==> src/rtl/rv32_mem_stage.sv <==
// Memory-access pipeline stage: data bus handshake, load/store lane steering,
// branch resolution and the writeback register set.
module rv32_mem_stage (
  input  logic        clk,
  input  logic        reset_n,
  input  logic        stall_in,
  input  logic        flush_in,
  input  logic        valid_in,
  input  logic        branch_predicted_taken_in,
  input  logic        alu_non_zero_in,
  input  logic        mem_read_in,
  input  logic        mem_write_in,
  input  logic        mem_fence_in,
  input  logic        mem_zero_extend_in,
  input  logic        rd_write_in,
  input  logic [1:0]  mem_width_in,
  input  logic [1:0]  branch_op_in,
  input  logic [4:0]  rd_in,
  input  logic [31:0] result_in,
  input  logic [31:0] rs2_value_in,
  input  logic [31:0] branch_pc_in,
  output logic [31:0] data_address_out,
  output logic        data_read_out,
  output logic        data_write_out,
  output logic [3:0]  data_write_mask_out,
  output logic [31:0] data_write_value_out,
  input  logic [31:0] data_read_value_in,
  input  logic        data_ready_in,
  output logic        busy_out,
  output logic        branch_mispredicted_out,
  output logic [31:0] branch_pc_out,
  output logic        valid_out,
  output logic        rd_write_out,
  output logic [4:0]  rd_out,
  output logic [31:0] rd_value_out
);

  typedef enum logic [0:0] {StIdle, StHold} state_e;

  localparam logic [1:0] BrNever   = 2'd0;
  localparam logic [1:0] BrZero    = 2'd1;
  localparam logic [1:0] BrNonZero = 2'd2;
  localparam logic [1:0] BrAlways  = 2'd3;

  state_e      state_q, state_d;
  logic [31:0] hold_q;
  logic        req;
  logic        capture;
  logic        taken;
  logic [1:0]  addr_lo;
  logic [7:0]  rd_byte;
  logic [15:0] rd_half;
  logic [31:0] load_ext;

  assign addr_lo = result_in[1:0];

  // Bus request; reset drops it at once, a fence never touches the bus.
  assign req = reset_n & valid_in & (mem_read_in | mem_write_in) & ~mem_fence_in &
               (state_q == StIdle);

  assign data_address_out = {result_in[31:2], 2'b00};
  assign data_read_out    = req & mem_read_in;
  assign data_write_out   = req & mem_write_in;
  assign busy_out         = req & ~data_ready_in;
  assign capture          = req & data_ready_in & stall_in;
  assign branch_pc_out    = branch_pc_in;

  // Store lane mask and replicated store data.
  always_comb begin
    data_write_mask_out  = 4'b1111;
    data_write_value_out = rs2_value_in;
    unique case (mem_width_in)
      2'd0: begin
        data_write_mask_out  = 4'b0001 << addr_lo;
        data_write_value_out = {4{rs2_value_in[7:0]}};
      end
      2'd1: begin
        data_write_mask_out  = addr_lo[1] ? 4'b1100 : 4'b0011;
        data_write_value_out = {2{rs2_value_in[15:0]}};
      end
      default: ;
    endcase
  end

  // Load lane select and sign/zero extension; width 3 behaves as word.
  always_comb begin
    rd_byte  = 8'h00;
    rd_half  = addr_lo[1] ? data_read_value_in[31:16] : data_read_value_in[15:0];
    load_ext = data_read_value_in;
    unique case (addr_lo)
      2'd0: rd_byte = data_read_value_in[7:0];
      2'd1: rd_byte = data_read_value_in[15:8];
      2'd2: rd_byte = data_read_value_in[23:16];
      2'd3: rd_byte = data_read_value_in[31:24];
    endcase
    unique case (mem_width_in)
      2'd0: load_ext = mem_zero_extend_in ? {24'h0, rd_byte} : {{24{rd_byte[7]}}, rd_byte};
      2'd1: load_ext = mem_zero_extend_in ? {16'h0, rd_half} : {{16{rd_half[15]}}, rd_half};
      default: ;
    endcase
  end

  // Branch resolution against the fetch prediction.
  always_comb begin
    taken = 1'b0;
    unique case (branch_op_in)
      BrNever:   taken = 1'b0;
      BrZero:    taken = ~alu_non_zero_in;
      BrNonZero: taken = alu_non_zero_in;
      BrAlways:  taken = 1'b1;
    endcase
    branch_mispredicted_out = valid_in & (taken ^ branch_predicted_taken_in);
  end

  // Next state: park in HOLD when the bus finishes while the pipe is stalled.
  always_comb begin
    state_d = state_q;
    unique case (state_q)
      StIdle: if (capture) state_d = StHold;
      StHold: if (!stall_in) state_d = StIdle;
      default: state_d = StIdle;
    endcase
  end

  // State and held load data.
  always_ff @(posedge clk or negedge reset_n) begin
    if (!reset_n) begin
      state_q <= StIdle;
      hold_q  <= 32'h0;
    end else begin
      state_q <= state_d;
      if (capture) hold_q <= load_ext;
    end
  end

  // Writeback registers; flush kills the instruction but not the bus access.
  always_ff @(posedge clk or negedge reset_n) begin
    if (!reset_n) begin
      valid_out    <= 1'b0;
      rd_write_out <= 1'b0;
      rd_out       <= 5'd0;
      rd_value_out <= 32'h0;
    end else if (!stall_in) begin
      valid_out    <= valid_in & ~flush_in;
      rd_write_out <= rd_write_in & ~flush_in;
      rd_out       <= rd_in;
      if (mem_read_in) rd_value_out <= (state_q == StHold) ? hold_q : load_ext;
      else             rd_value_out <= result_in;
    end
  end

endmodule
==> config.mk <==
export PLATFORM = sky130hd
export DESIGN_NAME = rv32_mem_stage
export DESIGN_NICKNAME = d
export VERILOG_FILES = /design/src/rtl/rv32_mem_stage.sv
export SDC_FILE = /design/constraint.sdc
export NUM_CORES = 1
export LEC_CHECK = 0
export ABC_CLOCK_PERIOD_IN_PS = 4400
export CAP_MARGIN = 20
export CORE_AREA = 2 2 115 117
export CTS_CLUSTER_SIZE = 20
export DETAILED_ROUTE_END_ITERATION = 10
export DIE_AREA = 0 0 117 119
export PLACE_DENSITY = 0.84
export SYNTH_ARGS = -nofsm -noshare
export SYNTH_HDL_FRONTEND = slang
export SYNTH_SLANG_ARGS = --single-unit
==> constraint.sdc <==
create_clock -name clk -period 4.4 [get_ports clk]
set_clock_uncertainty 0.1 [all_clocks]
set_input_delay 0.44 -clock clk [delete_from_list [all_inputs] [get_ports clk]]
set_output_delay 0.44 -clock clk [all_outputs]
set_load 0.1 [all_outputs]
==> impl_metrics.csv, run 1 <==
group,metric,value,unit
status,status,"finished clean",
floorplan,die_h,119,um
sta,max_freq,0.326,GHz
clocking,clock-sinks,72,
route,wl_per_cell,20.4,um
critical_path,cp-start-kind,"input pin",
route,drt-vias-per-instance,5.59,
place,port-buffer-count,226,
critical_path,reg2regPathDepth,5,
clocking,clockRootBuffer,"clkbuf_16",
sta,min_period,3060,ps
clocking,clk_pin_slew,50,ps
min_path,hp-class,"flip-flop to flip-flop",
synthesis,ys.warnings.count,0,
critical_path,worstPathMaxFanout,1,
synthesis,ys_top_cells_by_area,"dfrtp_1 (39%), buf_4 (12%), mux2_2 (7.0%)",
clocking,post_cts_resized,0,
grt,grt_antenna_before_repair,0,
critical_path,critPathCaptureType,"output pin",
synthesis,synth_edf_count,0,
clocking,cts_buffer_depth,2,
grt,grt_pass1_vias,4662,
critical_path,r2r_slack,2380,ps
floorplan,start_util,36.1,%
power,p_per_area,418,mW/mm2
critical_path,arrival,2520,ps
flow_run,maxCapViolations,0,
clocking,cts_tree,"yes",
critical_path,r2r-end,"hold_q[21]",
clocking,htree_levels,3,
route,firstDrtPassIters,6,
clocking,cts_buffers,9,
route,routed_wirelength,17100,um
floorplan,die_x,117,um
grt,track_usage,24.2,%
route,num_vias,4663,
synthesis,syn_area_per_cell,8.96,um2
sta,holdWs,396,ps
critical_path,worstReg2RegStart,"state_q",
synthesis,synth_ff_type,"dfrtp_1",
place,routabilityCongestion,0.812,
clocking,clock_latency,330,ps
synthesis,yosysTopAreaCellShare,38.7,%
layout,n_antenna_cell,0,
critical_path,crit_start,"alu_non_zero_in",
sta,setup_violations,0,
layout,nets,803,
sta,tightest_slew,1070,ps
synthesis,synthCells,519,
synthesis,yosysSeqAreaShare,38.7,%
min_path,hold_depth,2,
critical_path,crit_type,"input pin to output pin",
floorplan,die_area,0.0139,mm2
sta,final-hold-violation-count,0,
sta,drv_slew,0,
route,drcViolationCount,0,
grt,grt_pass1_wl,25500,um
place,hpwl,12900,um
min_path,min-delay-start,"valid_out",
synthesis,synth_cell_types,42,
sta,maxSlewHeadroom,28.5,%
power,p_leak,2.72,nW
grt,grt_max_degree,60,
critical_path,worstPathRequired,3860,ps
sta,rsz0062_at_grt,"false",
layout,fillers,1155,
layout,area_growth,44.5,%
route,drtIter0Drc,399,
synthesis,synth_top_area_cell,"dfrtp_1",
synthesis,ys_async_sr_fraction,100,%
grt,gr-total-overflow,0,
synthesis,synth_seq_cells,72,
floorplan,rows,42,
sta,finalSetupTns,0,ps
floorplan,io_pins,293,
route,route.antenna.remaining_nets,0,
floorplan,coreArea,0.0129,mm2
synthesis,syn_area,0.00465,mm2
layout,final_layout_size_suffix_gt1_share,12.5,%
min_path,min_to,"valid_out",
sta,fin_crit_sh,69.6,%
power,ir_worst_vdd,0.166,mV
==> flip-flops by register name, summed over array words and instances (netlist names) <==
name / count
valid_out: 1
state_q: 1
rd_write_out: 1
rd_value_out: 32
hold_q: 32
rd_out: 5
==> per-stage QoR <==
stage          instances  setup slack, ps  power, mW  area [um2]  utilization, %
2_1_floorplan        520              615       1.87        4660               -
3_3_place_gp         817             1300       2.05        6410            49.8
3_5_place_dp         817             1310       2.08        6410            49.8
4_1_cts              834             1320       2.82        6720            52.2
5_1_grt              834             1260       2.90        6720            52.2
6_report             834             1340       2.81        6720            52.2
==> power by group <==
part / internal [mW] / leakage, nW / total, mW / switching [mW]
Clock: 0.468 / 0.150 / 0.738 / 0.270
Sequential: 0.783 / 0.872 / 0.851 / 0.0680
Combinational: 0.351 / 1.70 / 1.22 / 0.867
Total: 1.60 / 2.72 / 2.81 / 1.21
==> how the worst max path moves through the flow <==
stage                                     to  slack [ps]
floorplan           data_write_value_out[30]         610
global placement             rd_value_out[2]        1300
detailed placement   branch_mispredicted_out        1310
CTS                  branch_mispredicted_out        1320
global route         branch_mispredicted_out        1260
finish               branch_mispredicted_out        1340
==> cells in the final DEF, fill, tap and decap left out, drive strengths merged, types with 3 or more instances in the layout <==
cell type	Yosys	layout
mux2i	9	9
and2	4	4
nand2	73	73
o221ai	15	15
a21o	4	4
nor2b	4	4
buf	91	32
dfrtp	72	72
o21a	15	15
clkinv	1	3
a31oi	16	16
nor2	41	41
a22oi	15	15
o22ai	17	17
a221oi	8	8
inv	4	4
o21ai	12	12
a21oi	32	32
mux2	31	31
a222oi	9	9
clkdlybuf4s50	0	200
clkbuf	20	13
a22o	9	9
==> cell families after synthesis <==
group | share of synthesized area [%]
multiplexers | 9.60
other | 0.0806
buffers and inverters | 15.9
AO/OA/AOI/OAI | 23.9
AND/OR/NAND/NOR | 11.5
XOR/XNOR | 0.188
flip-flops | 38.7
==> metal layers <==
layer / GRT usage [%] / vias to the layer above / share of wire [%]
met5: 0 / - / 0
met4: 10.7 / 0 / 2.6
met3: 5.70 / 38 / 8.9
met2: 41.1 / 286 / 50
met1: 28.6 / 2256 / 38
li1: - / 2083 / -
==> final cells by class <==
| type | instances | area [um2] | area share, % |
|---|---|---|---|
| repair buffers | 233 | 2260 | 33.6 |
| multi-input cells | 332 | 2120 | 31.6 |
| flip-flops and latches | 72 | 1800 | 26.8 |
| clock buffers | 13 | 260 | 3.87 |
| well taps | 176 | 220 | 3.28 |
| clock inverters | 3 | 40.0 | 0.596 |
| inverters | 5 | 18.8 | 0.279 |
==> worst max-delay path: stages <==
cell             delay (ps)
clkdlybuf4s50_1         470
mux2i_1                 220
xnor2_1                 130
and2_1                  140
clkdlybuf4s50_1        1120
==> synthesized netlist by cell type (2+ instances only) <==
library cell and instances:
mux2_4 2, nor2b_1 4, buf_4 73, clkbuf_1 20
a22o_1 9, mux2_2 29, o21a_1 15, and2_1 4
o221ai_1 15, nor2_1 40, inv_1 3, buf_2 13
nand2b_1 2, a21oi_1 32, a22oi_1 15, mux2i_1 9
dfrtp_1 72, a221oi_1 8, o22ai_1 17, nor3_1 2
nand2_1 73, o31a_2 2, o21ai_0 12, a222oi_1 9
buf_6 2, a21o_1 4, a31oi_1 16, buf_1 3
==> repair_timing <==
item                       4_1_cts  5_1_grt
buffers inserted                 0        0
setup endpoints to repair        0        0
hold endpoints to repair        13        0
hold buffers                     1        0
Power figures use the tool's default switching activity.
==> inputs of run 2 (changes only) <==
==> config.mk (replaced) <==
export PLATFORM = sky130hd
export DESIGN_NAME = rv32_mem_stage
export DESIGN_NICKNAME = d
export VERILOG_FILES = /design/src/rtl/rv32_mem_stage.sv
export SDC_FILE = /design/constraint.sdc
export NUM_CORES = 1
export LEC_CHECK = 0
export ABC_CLOCK_PERIOD_IN_PS = 2610
export CAP_MARGIN = 20
export CORE_MARGIN = 2
export CORE_UTILIZATION = 34
export CTS_CLUSTER_SIZE = 20
export DETAILED_ROUTE_END_ITERATION = 10
export PLACE_DENSITY = 0.81
export SYNTH_ARGS = -nofsm -noshare
export SYNTH_HDL_FRONTEND = slang
export SYNTH_SLANG_ARGS = --single-unit
==> constraint.sdc (replaced) <==
create_clock -name clk -period 2.61 [get_ports clk]
set_clock_uncertainty 0.1 [all_clocks]
set_input_delay 0.261 -clock clk [delete_from_list [all_inputs] [get_ports clk]]
set_output_delay 0.261 -clock clk [all_outputs]
set_load 0.1 [all_outputs]
==> impl_metrics.csv, run 2 (synthesized netlist as in run 1, its figures left out) <==
group,metric,value,unit
clocking,clk_pin_slew,50,ps
place,routabilityCongestion,0.883,
grt,track_usage,23.1,%
clocking,clock_latency,340,ps
layout,n_antenna_cell,0,
critical_path,arrival,1850,ps
sta,min_period,2210,ps
clocking,cts_tree,"yes",
sta,maxSlewHeadroom,56.5,%
route,num_vias,4739,
place,hpwl,13100,um
power,clock_power_share,26.9,%
layout,final_cells,843,
power,p_switching,2.07,mW
route,drt-vias-per-instance,5.62,
sta,tightest_slew,651,ps
flow_run,maxCapViolations,0,
grt,grt_pass1_vias,4765,
sta,final-hold-violation-count,0,
clocking,cts_buffers,9,
floorplan,rows,42,
layout,layout_commonest_cell,"clkdlybuf4s50_1",
floorplan,die_area,0.0146,mm2
sta,max_freq,0.452,GHz
critical_path,crit_chain,"clkdlybuf4s50_1, buf_4, nor2_2, buf_4, mux2_2, buf_12",
critical_path,worstReg2RegStart,"state_q",
route,wl_per_cell,20.2,um
route,route.antenna.remaining_nets,0,
clocking,htree_levels,3,
critical_path,crit_start,"mem_width_in[0]",
grt,grt_max_degree,40,
layout,multi_input_area,0.00213,mm2
grt,grt_antenna_before_repair,0,
layout,reg.largest.list,"hold_q (32), rd_value_out (32), rd_out (5)",
floorplan,coreArea,0.0133,mm2
power,p_comb_share,43.5,%
clocking,clockRootBuffer,"clkbuf_16",
floorplan,io_pins,293,
sta,rsz0062_at_grt,"false",
route,firstDrtPassIters,9,
layout,final_cell_mix,"clkdlybuf4s50_1 (114), buf_4 (101), nand2_1 (73), dfrtp_1 (72), nor2_1 (39)",
critical_path,cp-start-kind,"input pin",
route,drtIter0Drc,568,
layout,nets,812,
layout,final_layout_size_suffix_gt1_share,26.7,%
critical_path,reg2regPathDepth,4,
clocking,cts_setup_buffers,0,
power,sequentialPowerShare,29.7,%
min_path,hp-class,"input pin to flip-flop",
floorplan,die_x,121,um
critical_path,r2r_slack,610,ps
clocking,cts_buffer_depth,2,
critical_path,max_stage_delay,450,ps
sta,setup_violations,0,
floorplan,die_h,121,um
route,drcViolationCount,0,
critical_path,slowest_stage,"clkdlybuf4s50_1",
critical_path,crit_path_end,"data_write_value_out[14]",
layout,regArea,0.00180,mm2
grt,gr-total-overflow,0,
sta,fin_crit_sh,84.7,%
power,switching_share,42.6,%
layout,fin_util,51.8,%
critical_path,worstPathRequired,2250,ps
power,p_int,2.78,mW
status,status,"finished clean",
layout,fillers,1198,
critical_path,critPathCaptureType,"output pin",
power,ir_worst_vdd,0.382,mV
route,routed_wirelength,17000,um
min_path,min-delay-start,"stall_in",
power,p_leak,2.96,nW
critical_path,worstPathMaxFanout,15,
floorplan,start_util,35.0,%
critical_path,cp_common_cell,"buf_4",
clocking,clock-sinks,72,
critical_path,crit_type,"input pin to output pin",
power,p_per_area,705,mW/mm2
layout,area_growth,47.9,%
min_path,hold_depth,3,
place,port-buffer-count,226,
sta,drv_slew,0,
critical_path,r2r-end,"hold_q[18]",
place,dp.cells,826,
grt,grt_pass1_wl,26000,um
## run 2: cell types whose count changed in the layout (fill, tap and decap cells not counted), sizes merged
cell / previous run / this run
clkdlybuf4s50: 200 / 114
clkbuf: 13 / 11
clkinvlp: 0 / 1
bufinv: 1 / 2
buf: 32 / 127
## run 2: final cells by class
cell class | instances | area share [%]
clock inverters | 5 | 1.18
inverters | 5 | 0.273
well taps | 176 | 3.20
clock buffers | 11 | 3.38
flip-flops and latches | 72 | 26.2
repair buffers | 242 | 34.9
multi-input cells | 332 | 30.9
## run 2: power groups by stage
stage,clock network (mW),logic [mW],registers (mW)
finish,1.30,2.11,1.44
global route,1.39,2.20,1.46
CTS,1.32,2.11,1.44
detailed placement,0,2.11,1.46
global placement,0,2.08,1.44
floorplan,0,1.21,1.94
## run 2: worst min-delay path by stage
| stage | to | slack [ps] |
|---|---|---|
| 2_1_floorplan | hold_q[0] | -130 |
| 3_3_place_gp | hold_q[17] | 310 |
| 3_5_place_dp | hold_q[1] | 310 |
| 4_1_cts | valid_out | 240 |
| 5_1_grt | valid_out | 290 |
| 6_report | valid_out | 240 |
## run 2: worst max-delay path, delay by kind of cell
| kind | cells | cell delay (ps) |
|---|---|---|
| and+or+nand+nor | 1 | 140 |
| buffers and inverters | 4 | 1050 |
| muxes | 1 | 390 |
## run 2: through the flow
stage               power (mW)  setup slack, ps  setup TNS (ps)  hold slack (ps)  instance area, um2
detailed placement        3.56              105               0              309                6560
global placement          3.52              179               0              308                6560
finish                    4.85              400               0              244                6880
CTS                       4.87              390               0              244                6880
floorplan                 3.15             -635           -3230             -135                4660
global route              5.05              276               0              295                6880
## run 2: per-layer routing
metal	GRT usage (%)	up-vias	routed length, um
li1	-	2100	-
met1	27.6	2268	6370
met2	38.7	311	8420
met3	6.58	60	1570
met4	9.88	0	680
met5	0	-	0
## run 2: what timing repair did
item	4_1_cts	5_1_grt
gates resized for setup	0	0
hold buffers	1	0
hold endpoints to repair	38	0
==> inputs of run 3 (changes only) <==
==> config.mk (replaced) <==
export PLATFORM = sky130hd
export DESIGN_NAME = rv32_mem_stage
export DESIGN_NICKNAME = d
export VERILOG_FILES = /design/src/rtl/rv32_mem_stage.sv
export SDC_FILE = /design/constraint.sdc
export NUM_CORES = 1
export LEC_CHECK = 0
export ABC_CLOCK_PERIOD_IN_PS = 2100
export CAP_MARGIN = 20
export CORE_MARGIN = 2
export CORE_UTILIZATION = 38
export CTS_CLUSTER_SIZE = 20
export DETAILED_ROUTE_END_ITERATION = 10
export PLACE_DENSITY = 0.86
export SYNTH_ARGS = -nofsm -noshare
export SYNTH_HDL_FRONTEND = slang
export SYNTH_SLANG_ARGS = --single-unit
==> constraint.sdc (replaced) <==
create_clock -name clk -period 2.1 [get_ports clk]
set_clock_uncertainty 0.1 [all_clocks]
set_input_delay 0.21 -clock clk [delete_from_list [all_inputs] [get_ports clk]]
set_output_delay 0.21 -clock clk [all_outputs]
set_load 0.1 [all_outputs]
==> impl_metrics.csv, run 3 (synthesized netlist as in run 1, its figures left out) <==
group,metric,value,unit
critical_path,cp-start-kind,"input pin",
critical_path,crit_type,"input pin to flip-flop",
critical_path,worstReg2RegStart,"state_q",
sta,setup_violations,0,
place,port-buffer-count,226,
critical_path,critPathCaptureType,"flip-flop",
route,drt-vias-per-instance,5.85,
clocking,cts_buffers,9,
floorplan,io_pins,293,
sta,setup_slack,92.0,ps
floorplan,die_area,0.0131,mm2
layout,area_growth,64.8,%
sta,tightest_slew,586,ps
grt,grt_max_degree,39,
power,finalPower,6.15,mW
floorplan,coreArea,0.0120,mm2
critical_path,reg2regPathDepth,3,
clocking,clk_pin_slew,60,ps
clocking,clockRootBuffer,"clkbuf_16",
route,drtIter0Drc,494,
clocking,clock-sinks,72,
min_path,hold_depth,2,
place,routabilityCongestion,0.882,
route,wl_per_cell,21.3,um
critical_path,arrival,2090,ps
status,status,"finished clean",
min_path,min_to,"state_q",
route,routed_wirelength,17800,um
clocking,cts_buffer_depth,2,
critical_path,r2r-end,"rd_value_out[9]",
sta,fin_crit_sh,95.6,%
floorplan,die_h,115,um
place,dpl_cell_area,0.00736,mm2
grt,track_usage,27.1,%
route,wl_met1,6270,um
sta,finalSetupTns,0,ps
sta,maxSlewHeadroom,60.8,%
route,wl_met3,1940,um
place,dp.cells,821,
flow_run,maxCapViolations,0,
floorplan,rows,40,
critical_path,worstPathMaxFanout,8,
clocking,htree_levels,3,
floorplan,die_x,115,um
grt,gr-total-overflow,0,
sta,min_period,2010,ps
sta,drv_slew,0,
layout,layout_commonest_cell,"clkdlybuf4s50_1",
sta,rsz0062_at_grt,"false",
route,route.antenna.remaining_nets,0,
route,firstDrtPassIters,7,
place,hpwl,13600,um
power,p_leak,3.31,nW
grt,grt_antenna_before_repair,0,
critical_path,worstPathRequired,2180,ps
layout,final_cells,838,
layout,stdcell_area,0.00767,mm2
min_path,min-delay-start,"stall_in",
min_path,hp-class,"input pin to flip-flop",
clocking,cts_tree,"yes",
power,p_per_area,802,mW/mm2
layout,final_layout_size_suffix_gt1_share,30.2,%
floorplan,start_util,38.9,%
layout,n_antenna_cell,0,
layout,final_cell_mix,"clkdlybuf4s50_1 (114), buf_4 (75), buf_12 (75), nand2_1 (73), dfrtp_1 (72)",
grt,grt_pass1_vias,5075,
power,ir_worst_vdd,0.472,mV
sta,final-hold-violation-count,0,
layout,reg.largest.list,"hold_q (32), rd_value_out (32), rd_out (5)",
critical_path,r2r_slack,280,ps
grt,grt_pass1_wl,27500,um
clocking,clock_latency,340,ps
route,dr.max_layer_used,"met4",
route,num_vias,4904,
place,post-place-ws,-224,ps
route,dr_wl_met2,9080,um
route,drcViolationCount,0,
sta,max_freq,0.498,GHz
layout,nets,837,
## run 3: layer usage
layer,vias to the layer above,track usage (%)
met5,-,0
met4,0,9.35
met3,47,9.00
met2,334,46.2
met1,2381,31.9
li1,2142,-
## run 3: timing repair
action | in CTS | in global routing
endpoints found under the setup margin | 0 | 4
resized for setup | 0 | 2
setup buffers | 0 | 1
hold buffers | 1 | 0
endpoints found under the hold margin | 37 | 0
## run 3: critical path, stage by stage
cell and delay, ps:
clkdlybuf4s50_1 560, mux2_2 390, a32o_2 360, a221oi_1 370, o221ai_1 200
## run 3: per-stage QoR
step	util, %	hold slack (ps)
final	64.1	157
after global placement	61.5	250
after detailed placement	61.5	260
after CTS	64.0	149
after global routing	64.1	175
after floorplan	-	-186
## run 3: final cells by class
type | instances | area (um2)
sequential | 72 | 1800
fill | 929 | 4290
clock buffer | 9 | 225
clock inverter | 6 | 61.3
inverter | 5 | 18.8
tap | 147 | 184
multi-input combinational | 332 | 2150
timing repair buffer | 267 | 3230
## run 3: worst max-delay path by stage
stage | to | startpoint | slack, ps | depth (start not counted)
final | rd_value_out[12] | result_in[0] | 90 | 5
after global routing | rd_value_out[13] | result_in[0] | 50 | 5
after CTS | rd_value_out[9] | result_in[0] | 60 | 5
after detailed placement | rd_value_out[13] | result_in[0] | -220 | 5
after global placement | rd_value_out[3] | result_in[0] | -130 | 7
after floorplan | data_write_value_out[24] | mem_width_in[1] | -300 | 4
## run 3: report_power, final
part	switching [mW]	leakage, nW	internal (mW)
Sequential	0.149	0.872	1.64
Clock	0.599	0.141	0.908
Combinational	1.90	2.30	0.952
Total	2.65	3.31	3.50
